===== src/rtl/trend_pattern_table_pkg.sv =====
// Shared constants and encodings for the trend pattern table: counter encodings,
// stat counter deltas and default sizing.
package trend_pattern_table_pkg;

    localparam int INDEX_WIDTH        = 6;
    localparam int STAT_COUNTER_WIDTH = 5;
    localparam int STAT_RESET         = 16;
    localparam int STAT_THRESHOLD     = 8;

    // Trend counter encodings, ordered from strongly not-taken to strongly taken.
    // 3'b001 is unused; the operator folds it back to the reset value.
    typedef enum logic [2:0] {
        TREND_STRONG_NT = 3'b111,
        TREND_MID_NT    = 3'b110,
        TREND_WEAK_NT   = 3'b101,
        TREND_RESET     = 3'b100,
        TREND_WEAK_T    = 3'b000,
        TREND_MID_T     = 3'b010,
        TREND_STRONG_T  = 3'b011,
        TREND_UNUSED    = 3'b001
    } trend_e;

    // Signed 3-bit deltas fed to the stat counter operator.
    localparam logic [2:0] STAT_INC = 3'b001;
    localparam logic [2:0] STAT_DEC = 3'b101;

    typedef struct packed {
        logic taken;
        logic confident;
    } trend_vote_t;

    function automatic trend_vote_t decode_trend(input logic [2:0] count);
        trend_vote_t vote;
        vote.taken     = (count == TREND_WEAK_T) || (count == TREND_MID_T) ||
                         (count == TREND_STRONG_T);
        vote.confident = (count == TREND_MID_T) || (count == TREND_STRONG_T);
        return vote;
    endfunction

endpackage


===== src/rtl/trend_pattern_table_bank.sv =====
// Flop array of trend counters: one read-modify-write update port and one lookup
// read port that sees the same-cycle update (write-first) or a pending clear.
module trend_table_bank
    import trend_pattern_table_pkg::*;
#(
    parameter int INDEX_WIDTH = 6
) (
    input  logic                   clk,
    input  logic                   rst_n,
    input  logic                   clear,
    input  logic                   upd_en,
    input  logic [INDEX_WIDTH-1:0] upd_index,
    input  logic [2:0]             upd_data,
    output logic [2:0]             upd_count,
    input  logic [INDEX_WIDTH-1:0] rd_index,
    output logic [2:0]             rd_count
);
    localparam int ENTRIES = 2 ** INDEX_WIDTH;

    logic [2:0] mem [ENTRIES];

    always_ff @(posedge clk or negedge rst_n) begin
        if (!rst_n) begin
            for (int i = 0; i < ENTRIES; i++) mem[i] <= TREND_RESET;
        end else if (clear) begin
            for (int i = 0; i < ENTRIES; i++) mem[i] <= TREND_RESET;
        end else if (upd_en) begin
            mem[upd_index] <= upd_data;
        end
    end

    assign upd_count = mem[upd_index];

    // A pending clear wins over the bypass, matching what the array will hold.
    always_comb begin
        rd_count = mem[rd_index];
        if (upd_en && (upd_index == rd_index)) rd_count = upd_data;
        if (clear) rd_count = TREND_RESET;
    end
endmodule


===== src/rtl/trend_pattern_table_ops.sv =====
// Combinational helpers: trend counter decode, trend counter step and the
// saturating global stat counter step.
module trend_counter_decoder
    import trend_pattern_table_pkg::*;
(
    input  logic [2:0] count,
    output logic       taken,
    output logic       confident
);
    trend_vote_t vote;

    always_comb begin
        vote      = decode_trend(count);
        taken     = vote.taken;
        confident = vote.confident;
    end
endmodule

module trend_counter_operator
    import trend_pattern_table_pkg::*;
(
    input  logic [2:0] count,
    input  logic       dec,
    output logic [2:0] next_count
);
    // Move one step along the chain; both ends saturate.
    always_comb begin
        next_count = TREND_RESET;
        case (count)
            TREND_STRONG_NT: next_count = dec ? TREND_STRONG_NT : TREND_MID_NT;
            TREND_MID_NT:    next_count = dec ? TREND_STRONG_NT : TREND_WEAK_NT;
            TREND_WEAK_NT:   next_count = dec ? TREND_MID_NT    : TREND_RESET;
            TREND_RESET:     next_count = dec ? TREND_WEAK_NT   : TREND_WEAK_T;
            TREND_WEAK_T:    next_count = dec ? TREND_RESET     : TREND_MID_T;
            TREND_MID_T:     next_count = dec ? TREND_WEAK_T    : TREND_STRONG_T;
            TREND_STRONG_T:  next_count = dec ? TREND_MID_T     : TREND_STRONG_T;
            default:         next_count = TREND_RESET;
        endcase
    end
endmodule

module stat_counter_operator #(
    parameter int WIDTH = 5
) (
    input  logic [WIDTH-1:0] count,
    input  logic [2:0]       delta,
    output logic [WIDTH-1:0] next_count,
    output logic             overflow
);
    logic signed [WIDTH+1:0] sum;
    logic signed [WIDTH+1:0] max_val;

    always_comb begin
        max_val    = $signed({2'b00, {WIDTH{1'b1}}});
        sum        = $signed({2'b00, count}) + $signed({{(WIDTH-1){delta[2]}}, delta});
        next_count = sum[WIDTH-1:0];
        overflow   = 1'b0;
        if (sum < 0) begin
            next_count = '0;
        end else if (sum > max_val) begin
            next_count = '1;
            overflow   = 1'b1;
        end
    end
endmodule


===== src/rtl/trend_pattern_table.sv =====
// Branch-direction pattern table: registered lookup of 3-bit trend counters,
// resolution write-back and a global saturating accuracy counter.
module trend_pattern_table
    import trend_pattern_table_pkg::*;
#(
    parameter int INDEX_WIDTH        = trend_pattern_table_pkg::INDEX_WIDTH,
    parameter int STAT_COUNTER_WIDTH = trend_pattern_table_pkg::STAT_COUNTER_WIDTH,
    parameter int STAT_RESET         = trend_pattern_table_pkg::STAT_RESET,
    parameter int STAT_THRESHOLD     = trend_pattern_table_pkg::STAT_THRESHOLD
) (
    input  logic                          clk,
    input  logic                          rst_n,
    input  logic                          clear,
    input  logic                          pred_valid,
    input  logic [INDEX_WIDTH-1:0]        pred_index,
    output logic                          pred_out_valid,
    output logic [2:0]                    pred_count,
    output logic                          pred_taken,
    output logic                          pred_confident,
    input  logic                          upd_valid,
    input  logic [INDEX_WIDTH-1:0]        upd_index,
    input  logic                          upd_taken,
    input  logic                          upd_mispredict,
    output logic [STAT_COUNTER_WIDTH-1:0] stat_count,
    output logic                          stat_of,
    output logic                          pred_use
);
    logic [2:0]                    upd_count;
    logic [2:0]                    upd_next;
    logic [2:0]                    rd_count;
    logic                          rd_taken;
    logic                          rd_confident;
    logic [STAT_COUNTER_WIDTH-1:0] stat_next;
    logic                          stat_overflow;
    logic [2:0]                    stat_delta;

    trend_table_bank #(.INDEX_WIDTH(INDEX_WIDTH)) u_bank (
        .clk       (clk),
        .rst_n     (rst_n),
        .clear     (clear),
        .upd_en    (upd_valid),
        .upd_index (upd_index),
        .upd_data  (upd_next),
        .upd_count (upd_count),
        .rd_index  (pred_index),
        .rd_count  (rd_count)
    );

    trend_counter_operator u_operator (
        .count      (upd_count),
        .dec        (~upd_taken),
        .next_count (upd_next)
    );

    trend_counter_decoder u_decoder (
        .count     (rd_count),
        .taken     (rd_taken),
        .confident (rd_confident)
    );

    assign stat_delta = upd_mispredict ? STAT_DEC : STAT_INC;

    stat_counter_operator #(.WIDTH(STAT_COUNTER_WIDTH)) u_stat_op (
        .count      (stat_count),
        .delta      (stat_delta),
        .next_count (stat_next),
        .overflow   (stat_overflow)
    );

    // Lookup results hold between requests; only the valid flag tracks pred_valid.
    always_ff @(posedge clk or negedge rst_n) begin
        if (!rst_n) begin
            pred_out_valid <= 1'b0;
            pred_count     <= 3'b000;
            pred_taken     <= 1'b0;
            pred_confident <= 1'b0;
        end else begin
            pred_out_valid <= pred_valid;
            if (pred_valid) begin
                pred_count     <= rd_count;
                pred_taken     <= rd_taken;
                pred_confident <= rd_confident;
            end
        end
    end

    always_ff @(posedge clk or negedge rst_n) begin
        if (!rst_n) begin
            stat_count <= STAT_COUNTER_WIDTH'(STAT_RESET);
            stat_of    <= 1'b0;
        end else if (clear) begin
            stat_count <= STAT_COUNTER_WIDTH'(STAT_RESET);
            stat_of    <= 1'b0;
        end else if (upd_valid) begin
            stat_count <= stat_next;
            stat_of    <= stat_overflow;
        end else begin
            stat_of    <= 1'b0;
        end
    end

    assign pred_use = (stat_count >= STAT_COUNTER_WIDTH'(STAT_THRESHOLD));

endmodule


===== config.mk =====
export PLATFORM = sky130hd
export DESIGN_NAME = trend_pattern_table
export DESIGN_NICKNAME = d
export VERILOG_FILES = /design/src/rtl/trend_pattern_table_pkg.sv /design/src/rtl/trend_pattern_table_bank.sv /design/src/rtl/trend_pattern_table_ops.sv /design/src/rtl/trend_pattern_table.sv
export SDC_FILE = /design/constraint.sdc
export NUM_CORES = 1
export LEC_CHECK = 0
export CORE_ASPECT_RATIO = 1.2
export CORE_MARGIN = 10
export CORE_UTILIZATION = 50
export DETAILED_ROUTE_END_ITERATION = 10
export PLACE_DENSITY_LB_ADDON = 0.08
export SYNTH_ARGS = -nofsm -noshare
export SYNTH_HDL_FRONTEND = slang
export SYNTH_SLANG_ARGS = --single-unit

===== constraint.sdc =====
create_clock -name clk -period 3.2 [get_ports clk]
set_input_delay 0.32 -clock clk [delete_from_list [all_inputs] [get_ports clk]]
set_output_delay 0.32 -clock clk [all_outputs]
set_load 0.03 [all_outputs]

Word level (Yosys, flattened, before mapping)

Index checks and enable logic that the tools add are counted.

$add $sub $neg: 1
Magnitude comparators: 6
Eq/ne operators: 9
Muxes and demuxes: 30
Bitwise gates (word level): 2
Reduce and logical (&&, ||, !) cells: 8

Operators with widths:

| kind                                                                                 | number |
|---|---|
| 192-bit 2-to-1 mux                                                                   | 2 |
| 192-bit bitwise mux                                                                  | 1 |
| 3-bit binary-select mux with 6-bit select                                            | 2 |
| 3-bit 2-to-1 mux                                                                     | 10 |
| 3-bit one-hot mux with 7 select lines                                                | 1 |
| 5-bit 2-to-1 mux                                                                     | 4 |
| 3-bit demux with 6-bit select                                                        | 1 |
| 7-bit greater-or-equal comparator (second input constant)                            | 2 |
| 7-bit by 1-bit less-than comparator with 1-bit output (second input constant)        | 2 |
| 6-bit NOT with 7-bit output                                                          | 2 |
| 3-bit by 2-bit == test with 1-bit output (second input constant)                     | 4 |
| 3-bit == test (second input constant)                                                | 4 |
| 6-bit by 3-bit adder with 7-bit output                                               | 1 |
| 7-bit by 6-bit > comparator with 1-bit output (second input constant)                | 1 |
| 6-bit == test                                                                        | 1 |
| 3-bit zero test                                                                      | 2 |
| 1-bit 2-to-1 mux                                                                     | 6 |
| 2-bit 2-to-1 mux                                                                     | 3 |
| 5-bit by 4-bit greater-or-equal comparator with 1-bit output (second input constant) | 1 |
| 1-bit logical OR                                                                     | 3 |
| 1-bit logical AND                                                                    | 2 |
| 2-bit nonzero test                                                                   | 1 |

Flip-flop bits (word level): 204
Word-level logic and storage cells: 126

Longest topological paths before layout

Gate-level depths: netlist (run 1).

Depth after elaboration: 11
Depth in mapped cells: 13
Gate-level depth less buffers: 10

Modules after synthesis

Synthesis (run 1) repeated with hierarchy kept, for this count alone.

Cell total of the unflattened synthesis: 1373
Area total of the unflattened synthesis: 12771.0 µm²

Modules (own cells, without submodules):

| module                 | times used | cells each | area an instance (µm²) |
|---|---|---|---|
| trend_table_bank       | 1          | 1279       | 11847.6 |
| trend_pattern_table    | 1          | 34         | 466.7 |
| stat_counter_operator  | 1          | 46         | 369.1 |
| trend_counter_operator | 1          | 11         | 71.3 |
| trend_counter_decoder  | 1          | 3          | 16.3 |

Worst setup path after synthesis (run 1)

No wires, ideal clock.

Path type: input port to flip-flop
From: input upd_index[1]
To: register u_bank.mem[124] (netlist bit)
Setup time: 0.099 ns
Arrival time: 2.855 ns
Data required time: 3.101 ns
Setup slack: 0.246 ns
Stages on the path: 12
Path buffers: 5
Cells stage by stage: buf_2 clkbuf_1 clkbuf_1 mux4_2 a22oi_1 nand4_1 nor4_2 a22oi_1 and2_1 buf_2 buf_2 a311oi_1

Longest elaborated chain between the ends: 9
Elaborated cells between the ends (all ways): 20

RTL lines:

| item                                                             | line                                                           | source |
|---|---|---|
| start: declaration                                               | trend_pattern_table.sv:21                                      | `input logic [INDEX_WIDTH-1:0] upd_index,` |
| 6-bit NOT with 7-bit output (not written as such) (*)            | trend_pattern_table_bank.sv:28, trend_pattern_table_bank.sv:32 |  |
| 3-bit binary-select mux with 6-bit select                        | trend_pattern_table_bank.sv:32                                 | `assign upd_count = mem[upd_index];` |
| 3-bit 2-to-1 mux (not written as such) (2 in a row)              | trend_pattern_table_bank.sv:32                                 |  |
| 3-bit by 2-bit == test with 1-bit output (tied with other cells) | trend_pattern_table_ops.sv:29                                  | `case (count)` |
| 3-bit one-hot mux with 7 select lines                            | trend_pattern_table_ops.sv:29                                  |  |
| 192-bit bitwise mux (*)                                          | trend_pattern_table_bank.sv:28                                 | `mem[upd_index] <= upd_data;` |
| 192-bit 2-to-1 mux (*)                                           | trend_pattern_table_bank.sv:27                                 | `end else if (upd_en) begin` |
| 192-bit 2-to-1 mux (*)                                           | trend_pattern_table_bank.sv:25                                 | `end else if (clear) begin` |
| end signal: indexed assignment                                   | trend_pattern_table_bank.sv:28                                 |  |
| end: declaration                                                 | trend_pattern_table_bank.sv:20                                 | `logic [2:0] mem [ENTRIES];` |

Every way passes the cells marked *; elsewhere a longest branch is shown, timed or not. The select of a mux whose other input is x is not followed.
A chain may end at the register's enable or synchronous reset.

Final worst setup path (run 1)

From: register u_bank.mem[132] (netlist bit)
To: register u_bank.mem[120] (netlist bit)

Longest elaborated chain between the ends: 8
Elaborated cells between the ends (all ways): 14

RTL lines:

| item                                                             | line |
|---|---|
| 3-bit binary-select mux with 6-bit select (*)                    | trend_pattern_table_bank.sv:32 |
| 3-bit 2-to-1 mux (not written as such) (*) (2 in a row)          | trend_pattern_table_bank.sv:32 |
| 3-bit by 2-bit == test with 1-bit output (tied with other cells) | trend_pattern_table_ops.sv:29 |
| 3-bit one-hot mux with 7 select lines (*)                        | trend_pattern_table_ops.sv:29 |
| 192-bit bitwise mux (*)                                          | trend_pattern_table_bank.sv:28 |
| 192-bit 2-to-1 mux (*)                                           | trend_pattern_table_bank.sv:27 |
| 192-bit 2-to-1 mux (*)                                           | trend_pattern_table_bank.sv:25 |

Marked as above.

==> results of run 1 <==
-- synthesized netlist by cell type (6+ instances only) --
| cell | count |
|---|---|
| a211oi_1 | 62 |
| a21oi_1 | 81 |
| a22o_1 | 7 |
| a22oi_1 | 18 |
| a311oi_1 | 10 |
| and3_1 | 10 |
| and3b_1 | 8 |
| buf_1 | 8 |
| buf_2 | 24 |
| clkbuf_1 | 76 |
| dfrtp_1 | 139 |
| dfstp_2 | 65 |
| ha_1 | 7 |
| inv_1 | 13 |
| mux2_2 | 6 |
| mux2i_1 | 35 |
| mux4_2 | 71 |
| nand2_1 | 241 |
| nand2b_1 | 7 |
| nand3_1 | 28 |
| nand3b_1 | 12 |
| nor2_1 | 138 |
| nor2b_1 | 10 |
| nor3b_1 | 7 |
| o211ai_1 | 58 |
| o21ai_0 | 45 |
| o22ai_1 | 7 |
| o311ai_0 | 16 |
| xnor2_1 | 7 |
-- registers in the layout, indices dropped and copies added, names as in the netlist --
name / count
pred_confident: 1
pred_count: 3
pred_out_valid: 1
pred_taken: 1
stat_count: 5
stat_of: 1
u_bank.mem: 192
-- layout by cell type, fill, tap and decap left out, drive strengths merged, types with 6 or more instances in the layout --
cell type      Yosys  final
clkdlybuf4s50      0     24
a22o               7      7
o311ai            16     16
nand3             28     28
clkbuf            77     36
a21oi             82     82
a22oi             18     18
nand3b            12     12
and3              10     10
mux4              71     71
buf               35    141
and2               6      6
nand2            241    241
and3b              8      8
nor3b              8      8
ha                 7      7
nor2b             10     10
nor2             138    138
mux2               6      6
inv               13     14
a311oi            10     10
a211oi            62     62
xnor2              7      7
o22ai              7      7
dfrtp            139    139
nand2b             7      7
mux2i             35     35
o211ai            58     58
o21ai             47     47
dfstp             65     65
-- cell families after synthesis --
| logic type | Yosys count |
|---|---|
| simple gates | 490 |
| compound gates | 339 |
| flops | 204 |
| buf+inv | 126 |
| mux | 112 |
| xor+xnor | 11 |
| fa+ha+maj | 7 |
-- layer usage --
| metal | track usage [%] | wire [microns] | vias up |
|---|---|---|---|
| li1 | - | - | 4930 |
| met1 | 36.9 | 17500 | 5511 |
| met2 | 43.7 | 20400 | 531 |
| met3 | 4.43 | 3530 | 113 |
| met4 | 11.0 | 1810 | 0 |
| met5 | 0 | 0 | - |
-- worst min-delay path by stage --
stage / slack, ns / end / start / cells past startpoint
2_1_floorplan: 0.02 / pred_confident / rst_n / 0
3_3_place_gp: 0.43 / u_bank.mem[186] / rst_n / 1
4_1_cts: 0.23 / stat_of / clear / 4
3_5_place_dp: 0.44 / u_bank.mem[186] / rst_n / 1
6_report: 0.24 / stat_of / clear / 4
5_1_grt: 0.29 / stat_of / clear / 4
-- power groups by stage --
stage          clock [mW]  combinational, mW  sequential, mW
2_1_floorplan           0              0.442            2.69
3_3_place_gp            0              0.888            2.67
3_5_place_dp            0              0.892            2.68
4_1_cts              2.73              0.914            2.63
5_1_grt              2.84              0.983            2.63
6_report             2.70              0.930            2.63
-- worst max-delay path, delay by kind of cell, from the launching register on --
family                 cells  cell delay (ns)
flip-flops                 1             0.40
multiplexers               1             0.55
buffers and inverters      2             0.33
AO/OA/AOI/OAI              5             0.95
AND/OR/NAND/NOR            3             0.85
-- repair_timing --
item | CTS | global route
buffers inserted | 3 | 2
hold endpoints to repair | 54 | 0
endpoints found under the setup margin | 113 | 159
cloned | 1 | 0
hold buffers | 1 | 0
pin swaps | 3 | 1
gates resized for setup | 4 | 7
-- cell type report --
| class | count | area [sq um] | share of cell area (%) |
|---|---|---|---|
| Clock buffer | 35 | 671 | 4.54 |
| Clock inverter | 7 | 88.8 | 0.602 |
| Inverter | 14 | 52.6 | 0.356 |
| Multi-Input combinational cell | 959 | 6720 | 45.5 |
| Sequential cell | 204 | 5190 | 35.1 |
| Tap cell | 320 | 400 | 2.71 |
| Timing Repair Buffer | 168 | 1650 | 11.2 |
-- per-stage QoR --
stage	setup TNS [ns]	power, mW	hold WS, ns	setup slack [ns]	cell area, sq um
final	0	6.27	0.237	0.0245	14800
after global routing	-1.91	6.46	0.286	-0.0561	14800
after CTS	0	6.28	0.229	0.00871	14700
after floorplan	0	3.13	0.0244	0.246	12400
after global placement	-12.21	3.56	0.431	-0.159	13900
after detailed placement	-16.92	3.57	0.435	-0.175	13900
==> summary.txt, run 1 <==
Setup path
  – Reg2reg setup slack: 0.02 ns
  – Crit path cell chain: mux4_2, and2_4, a2111oi_4, o2111ai_2, or4b_4, a22o_1, a21oi_4, buf_4, buf_12, nand3_1, a21oi_1
  – Crit path max fanout: 24
  – CP Data Arrival Time: 3.62 ns
  – Crit Path Class: reg -> reg
  – Crit path capture type: flop
  – CP Launch Type: flop
  – Worst reg2reg path startpoint: u_bank.mem[132]
  – Critical Path Slowest Stage Cell: or4b_4
  – Crit path from: u_bank.mem[132]
  – R2r endpoint: u_bank.mem[120]
  – CP Capture Point: u_bank.mem[120]
  – Slowest cell delay on critical path: 0.56 ns
  – FF-to-FF path depth: 11
  – Required @ worst endpoint: 3.64 ns

Finish
  – Share of post-route cells with drive strength above 1: 24.6%
  – # diodes: 0
  – Post-layout util: 61.2%
  – Fin nets: 1396
  – Final non-filler cell total: 1707
  – Fillers: 2040
  – Area growth from synthesis to layout: 19.5%

Power and ir drop
  – Switch Pwr: 1.70 mW
  – Sequential Power Share: 42.0%
  – Combinational share of power: 14.8%
  – P per Cell Area: 424 nW/um^2
  – Leak Pwr: 5.89 nW
  – Maximum VDD drop: 0.371 mV
  – Clk pwr share: 43.2%
  – P_int: 4.56 mW
  – Sw Share: 27.2%

Timing
  – Clk_skew: 0.0160 ns
  – Rel. slew slack: 51.8%
  – Minimum clock period after layout: 3.18 ns
  – Final hold violation count: 0
  – RSZ-0062 raised after global routing: true
  – Max Freq: 315 MHz
  – Slew Viols, Final: 0
  – Setup-failing EPs final: 0
  – Period utilization: 99.2%
  – Worst-margin pin slew: 0.723 ns

Logic synthesis
  – Post-synth EDFFs: 0
  – Flops & latches, synth: 204
  – Synth warnings: 0
  – Synth Area in XOR/XNOR: 0.780%
  – Synthesized Nets: 1315
  – Syn Inst Count: 1289
  – Post-synth cell types: 64
  – Ys async rst share: 100%
  – Area fraction in compound gates after synthesis: 18.6%
  – Synth Flop Type: dfrtp_1
  – Simple-gate portion of the synthesized area: 17.4%
  – Netlist Area Pre-Place: 12400 sq um
  – Yosys top cell by area: dfrtp_1
  – Main combinational cell family by area after synthesis: compound AO/OA/AOI/OAI gates
  – Post-synthesis sequential area ratio: 42.0%
  – Top cell type's share of synthesized area: 28.2%
  – Synth area leaders: dfrtp_1, dfstp_2, mux4_2, nand2_1, nor2_1
  – Mux cell area share after synthesis: 16.3%
  – Adder-Cell Fraction of Synth Area: 0.709%
  – Syn Area/Cell: 9.58 sq um

Die
  – Initial core utilization: 51.2%
  – Die Wd: 163 microns
  – Die Y: 192 microns
  – Die area: 31400 sq um
  – FP Rows: 62
  – # IOs: 32
  – Placeable Area: 24100 sq um

Clocking
  – Clk Latency, worst-skew pair: 0.53 ns
  – Clk root buf: clkbuf_16
  – CTS Sinks: 204
  – CTS clk-pin slew, worst paths: 0.06 ns
  – Max Root-Sink Buffers: 3
  – CTS tree: built
  – CTS Buf Count: 23
  – H-tree depth: 1

Drt
  – Antenna viol nets, final: 0
  – Remaining design rule violation count: 0
  – DR pass1 iterations: 5
  – Starting DRT DRC Count: 1022
  – Final WL: 43200 microns
  – Vias per cell: 6.49
  – DR vias: 11085
  – Detailed-route wire length per cell: 25.3 microns

Global route
  – Overflow after GRT: 0
  – GRT Overall Usage: 27.5%
  – Initial antenna violation count: 0
  – Largest net degree at the start of global routing: 131
  – First-pass GRT wire length: 67200 microns
  – Number of global-route vias before repair: 10989

Place
  – DP HPWL: 30400 microns
  – Post-Place Cells: 1658
  – Buffers on Ports: 31
  – GPL Wtd Cong: 1.03

Run
  – Maxcap violations: 0

Outcome
  – Outcome: finished, final reports clean

Min path
  – Type of the tightest min-delay check: in -> reg
Power figures use the tool's default switching activity.
==> run 2: changes to the inputs <==
--- a/config.mk
+++ b/config.mk
@@ -10,6 +10,7 @@
 export CORE_UTILIZATION = 50
 export DETAILED_ROUTE_END_ITERATION = 10
 export PLACE_DENSITY_LB_ADDON = 0.08
+export SKIP_LAST_GASP = 1
 export SYNTH_ARGS = -nofsm -noshare
 export SYNTH_HDL_FRONTEND = slang
 export SYNTH_SLANG_ARGS = --single-unit
==> results of run 2 <==
Final layout, timing and power as in run 1 (identical DEF).
